===== config.mk =====
export PLATFORM = sky130hd
export DESIGN_NAME = path_stack
export DESIGN_NICKNAME = d
export VERILOG_FILES = /design/src/rtl/path_stack.sv
export SDC_FILE = /design/constraint.sdc
export NUM_CORES = 1
export LEC_CHECK = 0
export CELL_PAD_IN_SITES_DETAIL_PLACEMENT = 0
export CELL_PAD_IN_SITES_GLOBAL_PLACEMENT = 1
export CORE_AREA = 4 4 268 218
export CTS_CLUSTER_DIAMETER = 120
export DETAILED_ROUTE_END_ITERATION = 7
export DIE_AREA = 0 0 272 222
export MAX_ROUTING_LAYER = met4
export PLACE_DENSITY_LB_ADDON = 0.1
export SLEW_MARGIN = 20
export SYNTH_ARGS = -nofsm -noshare
export SYNTH_HDL_FRONTEND = slang
export SYNTH_SLANG_ARGS = --single-unit

===== constraint.sdc =====
create_clock -name clk -period 5.2 [get_ports clk]
set_input_delay 0.78 -clock clk [delete_from_list [all_inputs] [get_ports clk]]
set_output_delay 0.78 -clock clk [all_outputs]
set_load 0.02 [all_outputs]

===== src/rtl/path_stack.sv =====
// path_stack: direction stack for the maze-solver datapath.
//   Stores 2-bit move codes pushed by the solver controller, returns the top
//   code on pop for backtracking, and after success replays the stored path
//   bottom-to-top as a move stream, then raises all_read.
// Ports:
//   clk, rst (async, active-low)
//   clear                 synchronous empty, clears error flags
//   push, wr, din[1:0]    push din (push and wr both required)
//   pop                   pop top entry into poped (registered)
//   read                  replay request level, held until all_read
//   poped[1:0]            last popped code
//   is_empty_st, full     combinational from stack pointer
//   ovf_err, unf_err      sticky push-while-full / pop-while-empty
//   move_out[1:0], move_valid, all_read   replay stream and completion
module path_stack #(
   parameter int DEPTH = 256,
   parameter int AW    = 8
) (
   input  logic       clk,
   input  logic       rst,
   input  logic       clear,
   input  logic       push,
   input  logic       wr,
   input  logic [1:0] din,
   input  logic       pop,
   input  logic       read,
   output logic [1:0] poped,
   output logic       is_empty_st,
   output logic       full,
   output logic       ovf_err,
   output logic       unf_err,
   output logic [1:0] move_out,
   output logic       move_valid,
   output logic       all_read
);

   typedef enum logic [1:0] {IDLE, READ, DONE} state_t;

   localparam logic [AW:0] SP_FULL = (AW+1)'(DEPTH);
   localparam logic [AW:0] SP_ONE  = (AW+1)'(1);

   state_t        state, state_nxt;
   logic [AW:0]   sp;
   logic [AW:0]   rd_ptr;
   logic [1:0]    mem [DEPTH];
   logic [AW-1:0] top_idx;
   logic [AW-1:0] wr_addr;
   logic          wr_en;
   logic          op_en;
   logic          push_wr;
   logic          rd_more;

   always_comb begin
      is_empty_st = (sp == '0);
      full        = (sp == SP_FULL);
      top_idx     = sp[AW-1:0] - AW'(1);
      push_wr     = push & wr;
      // Starting a replay takes the edge; stack ops wait so the replay
      // sees a stable snapshot.
      op_en       = (state == IDLE) && !read && !clear;
      rd_more     = (rd_ptr < sp);
      wr_en       = 1'b0;
      wr_addr     = sp[AW-1:0];
      if (op_en && push_wr) begin
         if (pop && !is_empty_st) begin
            wr_en   = 1'b1;
            wr_addr = top_idx;
         end else if (!full) begin
            wr_en   = 1'b1;
         end
      end
   end

   always_comb begin
      state_nxt = state;
      case (state)
         IDLE:    if (read) state_nxt = is_empty_st ? DONE : READ;
         READ:    if (!rd_more) state_nxt = DONE;
         DONE:    if (!read) state_nxt = IDLE;
         default: state_nxt = IDLE;
      endcase
   end

   always_ff @(posedge clk or negedge rst) begin
      if (!rst) state <= IDLE;
      else      state <= state_nxt;
   end

   always_ff @(posedge clk) begin
      if (wr_en) mem[wr_addr] <= din;
   end

   always_ff @(posedge clk or negedge rst) begin
      if (!rst) begin
         sp         <= '0;
         rd_ptr     <= '0;
         poped      <= '0;
         move_out   <= '0;
         move_valid <= 1'b0;
         all_read   <= 1'b0;
         ovf_err    <= 1'b0;
         unf_err    <= 1'b0;
      end else begin
         case (state)
            IDLE: begin
               if (read) begin
                  if (is_empty_st) begin
                     all_read <= 1'b1;
                  end else begin
                     move_out   <= mem[0];
                     move_valid <= 1'b1;
                     rd_ptr     <= SP_ONE;
                  end
               end else if (clear) begin
                  sp      <= '0;
                  ovf_err <= 1'b0;
                  unf_err <= 1'b0;
               end else if (push_wr && pop && !is_empty_st) begin
                  // Swap: old top goes out, din replaces it, sp unchanged.
                  poped <= mem[top_idx];
               end else if (push_wr) begin
                  if (full) ovf_err <= 1'b1;
                  else      sp      <= sp + SP_ONE;
               end else if (pop) begin
                  if (is_empty_st) begin
                     unf_err <= 1'b1;
                  end else begin
                     poped <= mem[top_idx];
                     sp    <= sp - SP_ONE;
                  end
               end
            end
            READ: begin
               if (rd_more) begin
                  move_out <= mem[rd_ptr[AW-1:0]];
                  rd_ptr   <= rd_ptr + SP_ONE;
               end else begin
                  move_valid <= 1'b0;
                  all_read   <= 1'b1;
               end
            end
            DONE: begin
               if (!read) begin
                  all_read <= 1'b0;
                  rd_ptr   <= '0;
               end
            end
            default: ;
         endcase
      end
   end

endmodule


== Word level (Yosys, flattened, before mapping) ==
Memory sizes are Yosys's and may differ from the RTL's.
Cells that the tools add are included.

* Output and inout bits: 10
* Memories: 1
* Memory bits (writable): 512
* Flip-flop bits (word level): 28
* Input port bits: 9

{| class="wikitable"
|+ Memories
! name !! words !! bits a word !! read ports !! clocked after memory_dff !! write ports !! line !! RTL
|-
| mem || 256 || 2 || 3 || 0 || 1 || 45 || <nowiki>logic [1:0] mem [DEPTH];</nowiki>
|}

* Order comparisons: 1
* Muxes and demuxes: 48
* Add/sub/neg operators: 4
* Bitwise operators: 3
* Equal/unequal tests: 15
* Reduce and logical (&&, ||, !) cells: 28

{| class="wikitable"
|+ Operator list
! operator !! number
|-
| 9-bit two-way mux || 10
|-
| 9-bit case mux with 3 select lines || 1
|-
| 2-bit two-way mux || 11
|-
| 1-bit two-way mux || 20
|-
| 9-bit by 1-bit adder with 9-bit output, second input constant || 2
|-
| 6-bit AND reduction || 3
|-
| 8-bit two-way mux || 2
|-
| 2-bit inequality test, second input constant || 8
|-
| 5-bit AND reduction || 3
|-
| 2-bit nonzero test || 6
|-
| 9-bit equality test, second input constant || 1
|-
| 9-bit zero test || 1
|-
| 9-bit less-than comparator || 1
|-
| 9-bit by 1-bit subtractor with 9-bit output, second input constant || 1
|-
| 4-bit AND reduction || 2
|-
| 8-bit by 1-bit subtractor with 8-bit output, second input constant || 1
|-
| 1-bit logical AND || 6
|-
| 2-bit case mux with 3 select lines || 1
|-
| 3-bit nonzero test || 2
|-
| 2-bit by 1-bit inequality test with 1-bit output, second input constant || 2
|-
| 2-bit case mux with 2 select lines || 1
|-
| 1-bit zero test || 3
|-
| 3-bit by 2-bit inequality test with 1-bit output, second input constant || 1
|-
| 3-bit inequality test, second input constant || 1
|-
| other kinds (8) || 9
|}

== Longest topological paths before layout ==
* Word-level depth: 7
* Mapped depth: 17
* Gate-level depth less buffers: 11

== Worst setup path after synthesis ==
Ideal clock, no wire load.

* Path kind: register to register
* From: register sp[0]
* To: memory mem[75][0] (enable)
* Setup slack: 1279 ps
* Cell stages (with the launch flop): 17
* Data required time: 4890 ps
* Arrival: 3611 ps
* Path buffers: 8
* Path through: dfrtp_1 -> clkbuf_1 -> buf_2 -> buf_2 -> inv_1 -> ha_1 -> buf_2 -> or4b_1 -> buf_2 -> o311a_1 -> buf_6 -> a21o_1 -> o22a_1 -> or3_1 -> buf_2 -> buf_6 -> nor2_1

* Word-level cells in the longest chain between the ends: 7
* Elaborated cells between the ends (all ways): 12
* Those cells by class: add/sub: 1; eq/ne: 1; mux: 7; reduce/logical: 3

{| class="wikitable"
|+ RTL lines
! item !! line !! RTL
|-
| start, declared || 43 || <nowiki>logic [AW:0] sp;</nowiki>
|-
| start signal, assigned || 123 || <nowiki>else sp <= sp + SP_ONE;</nowiki>
|-
| start signal, assigned || 129 || <nowiki>sp <= sp - SP_ONE;</nowiki>
|-
| branches (longest 7 deep; another with 8-bit by 1-bit subtractor with 8-bit output) || - ||
|-
| end, declared || 45 ||
|}

Parallel ways; which one is timed is not known.

== Worst setup path in the final report ==
* From: register sp[0]
* To: output is_empty_st

* Word-level cells in the longest chain between the ends: 1

{| class="wikitable"
|+ RTL lines
! item !! line !! RTL
|-
| 9-bit zero test || 54 || <nowiki>is_empty_st = (sp == '0);</nowiki>
|-
| end, declared || 28 || <nowiki>output logic is_empty_st,</nowiki>
|}

Every way passes these cells.

==> flow_summary_export.csv <==
group,metric,value,unit
grt,grt_max_degree,184,
clocking,cts_root_buf,"clkbuf_16",
routing,vias,17600,
setup_path,cp.required,4.42,ns
sta,setup_viol,0,
routing,firstDrtPassIters,6,
sta,max_freq,235,MHz
sta,period_share,81.8,%
routing,drt.antenna.violating_nets,0,
grt,grtUsageTotal,28.0,%
setup_path,r2r_cells,10,
layout,instances_no_fill,2671,
clocking,cts_sinks,540,
layout,final_cell_mix,"edfxtp_1 (512), nor2_1 (287), mux4_2 (262)",
synth,synthesis.instances,1852,
sta,holdWs,0.524,ns
floorplanning,die_height,222,um
synth,ys_seq_area_share,58.3,%
min_path,min_from,"all_read$_DFFE_PN0P_",
sta,rsz0062_at_grt,"false",
routing,via_per_inst,6.60,
synth,ys_seq_elements,540,
setup_path,worstReg2RegStart,"sp[0]$_DFFE_PN0P_",
min_path,worst_hold_path_type,"reg -> reg",
flow_run,maxCapViolations,0,
setup_path,path_max_fanout,8,
synth,synth_edf_count,512,
sta,fin_crit,4.25,ns
clocking,hold_buffers,0,
synth,syn_area,27600,um2
placed_design,dp_hpwl,52.4,mm
floorplanning,pin_count,19,
floorplanning,start_util,49.3,%
sta,slew_viol_final,0,
power,ir_worst_vdd,0.000489,V
routing,avgRoutedWirePerCell,30.7,um
clocking,clockBufferDepth,3,
synth,avgSynthCellArea,14.9,um2
grt,grt_overflow,0,
grt,grt_pass1_vias,17400,
placed_design,port_buffers,18,
synth,syn-num-nets,1883,
placed_design,gp_congestion,0.924,
clocking,clk_pin_slew,0.06,ns
sta,fin_skew,0.0271,ns
placed_design,place_inst,2566,
min_path,whs_endpoint,"all_read$_DFFE_PN0P_",
setup_path,reg2reg_slack,1.00,ns
min_path,hold_depth,1,
floorplanning,dieArea,60400,um2
clocking,tritoncts,"yes",
grt,grt_first_pass_wirelength,120,mm
floorplanning,row_count,78,
sta,fin_tns_setup,0,ns
floorplanning,die_w,272,um
synth,synth_cell_types,67,
grt,antenna_found_initial,2,
power,power.leakage,9.56,nW
routing,drc,0,
setup_path,end_kind,"output pin",
power,total_power,0.0157,W
layout,final_layout_size_suffix_gt1_share,23.5,%
synth,async_flop_share,5.19,%
sta,setup_ws,0.948,ns
routing,wl,82.1,mm
clocking,cts_buffers,55,
setup_path,crit_arrival,3.47,ns
status,status,"finished clean",
clocking,post_cts_buffers,0,
layout,final_common_cell,"edfxtp_1",
clocking,cts_max_level,2,
sta,hold_viol_final,0,
power,p_per_area,514,nW/um2
clocking,clkLatencyLatePin,0.64,ns
floorplanning,core,55900,um2
synth,yosysWarnings,0,
clocking,cts_resized,0,
sta,tightest_slew,1.03,ns
layout,area_growth,10.8,%
layout,layout.nets,1895,
setup_path,worstSetupPathType,"reg -> out",
setup_path,reg2reg_to,"mem[214][0]$_DFFE_PP_",
routing,drt_iter0_drc,2364,
placed_design,dp_slack,0.965,ns
synth,synth_ff_type,"edfxtp_1",
setup_path,start_kind,"flip-flop",
sta,maxSlewHeadroom,31.4,%
synth_stat cells, types with 3 or more instances:
cell type	n	share of area, %
clkbuf_1	80	1.1
nand3_1	41	0.74
nand2_1	167	2.3
o21a_1	5	0.14
o22ai_1	17	0.39
a21boi_0	3	0.082
nor4_1	12	0.27
a32o_1	5	0.18
nor2b_1	11	0.25
nand2b_1	12	0.27
or2_2	3	0.068
o211ai_1	5	0.14
buf_6	4	0.16
clkinv_1	3	0.041
xnor2_1	13	0.41
nor2_1	287	3.9
a21oi_1	56	1.0
a22o_1	5	0.16
a21o_1	7	0.19
mux2_2	7	0.29
buf_4	7	0.19
o311ai_0	3	0.095
o21ai_1	3	0.054
ha_1	21	0.95
mux2i_1	55	2.0
a22oi_1	4	0.11
inv_1	21	0.29
buf_2	37	0.67
a211oi_1	7	0.19
and3_1	3	0.068
o31ai_1	6	0.16
and2_1	4	0.091
mux4_2	262	21
a2111oi_0	3	0.095
buf_1	11	0.15
nand3b_1	3	0.082
a31oi_1	11	0.25
o221ai_1	13	0.41
nor3_1	25	0.45
o21ai_0	24	0.44
edfxtp_1	512	56
dfrtp_1	28	2.5
or3_1	5	0.11
nand4_1	6	0.14
layer usage:
metal  global-route usage [%]  part of all wire (%)
met3                     6.29                    10
met4                     8.13                   3.3
met2                     40.4                    44
met1                     40.4                    42
met5                        -                     0
logic make-up (layout without fill, tap and decap cells):
kind of cell,count (synthesis),in the layout,synth area share (%)
AO/OA/AOI/OAI,194,194,4.72
XOR/XNOR,15,15,0.477
adder cells (fa/ha/maj),22,22,1.03
buffers and inverters,163,220,2.59
flip-flops,540,540,58.3
multiplexers,324,324,23.7
other,0,2,0
AND/OR/NAND/NOR,594,594,9.19
flip-flops by register name, summed over array words and instances, names as in the netlist:
name	flops
mem	512
rd_ptr	9
sp	9
move_out	2
poped	2
state	2
all_read	1
move_valid	1
ovf_err	1
unf_err	1
how the worst max path moves through the flow:
stage                            end         startpoint  slack [ns]  cells past startpoint
6_report                 is_empty_st  sp[0]$_DFFE_PN0P_        0.95                      6
2_1_floorplan   mem[75][0]$_DFFE_PP_  sp[0]$_DFFE_PN0P_        1.28                     16
3_3_place_gp   mem[180][0]$_DFFE_PP_              clear        0.98                     10
4_1_cts                  is_empty_st  sp[0]$_DFFE_PN0P_        0.92                      6
3_5_place_dp    mem[42][0]$_DFFE_PP_              clear        0.97                     11
5_1_grt                  is_empty_st  sp[0]$_DFFE_PN0P_        0.83                      6
critical path, stage by stage, from the launching register on:
cell	delay, ns
dfrtp_4	0.49
inv_1	0.22
ha_4	0.27
or4b_1	0.62
or3_1	0.51
inv_1	0.12
clkdlybuf4s50_1	0.61
where the power goes:
part / internal [W] / switching [W]
Clock: 0.00210 / 0.00172
Sequential: 0.00483 / 0.000235
Combinational: 0.00278 / 0.00403
Total: 0.00971 / 0.00598
metrics by stage:
stage	util (%)	cell area (um2)
2_1_floorplan	-	27600
3_3_place_gp	51.5	28800
3_5_place_dp	51.5	28800
4_1_cts	54.6	30500
5_1_grt	54.6	30500
6_report	54.6	30500
cell type report:
class | instances | area [um2]
inverter | 24 | 90.1
timing repair buffer | 94 | 861
sequential | 540 | 16100
clock inverter | 38 | 309
clock buffer | 64 | 1410
antenna | 2 | 5.00
fill | 4594 | 25400
tap | 760 | 951
multi-input combinational | 1149 | 10800
Power figures use the tool's default switching activity.
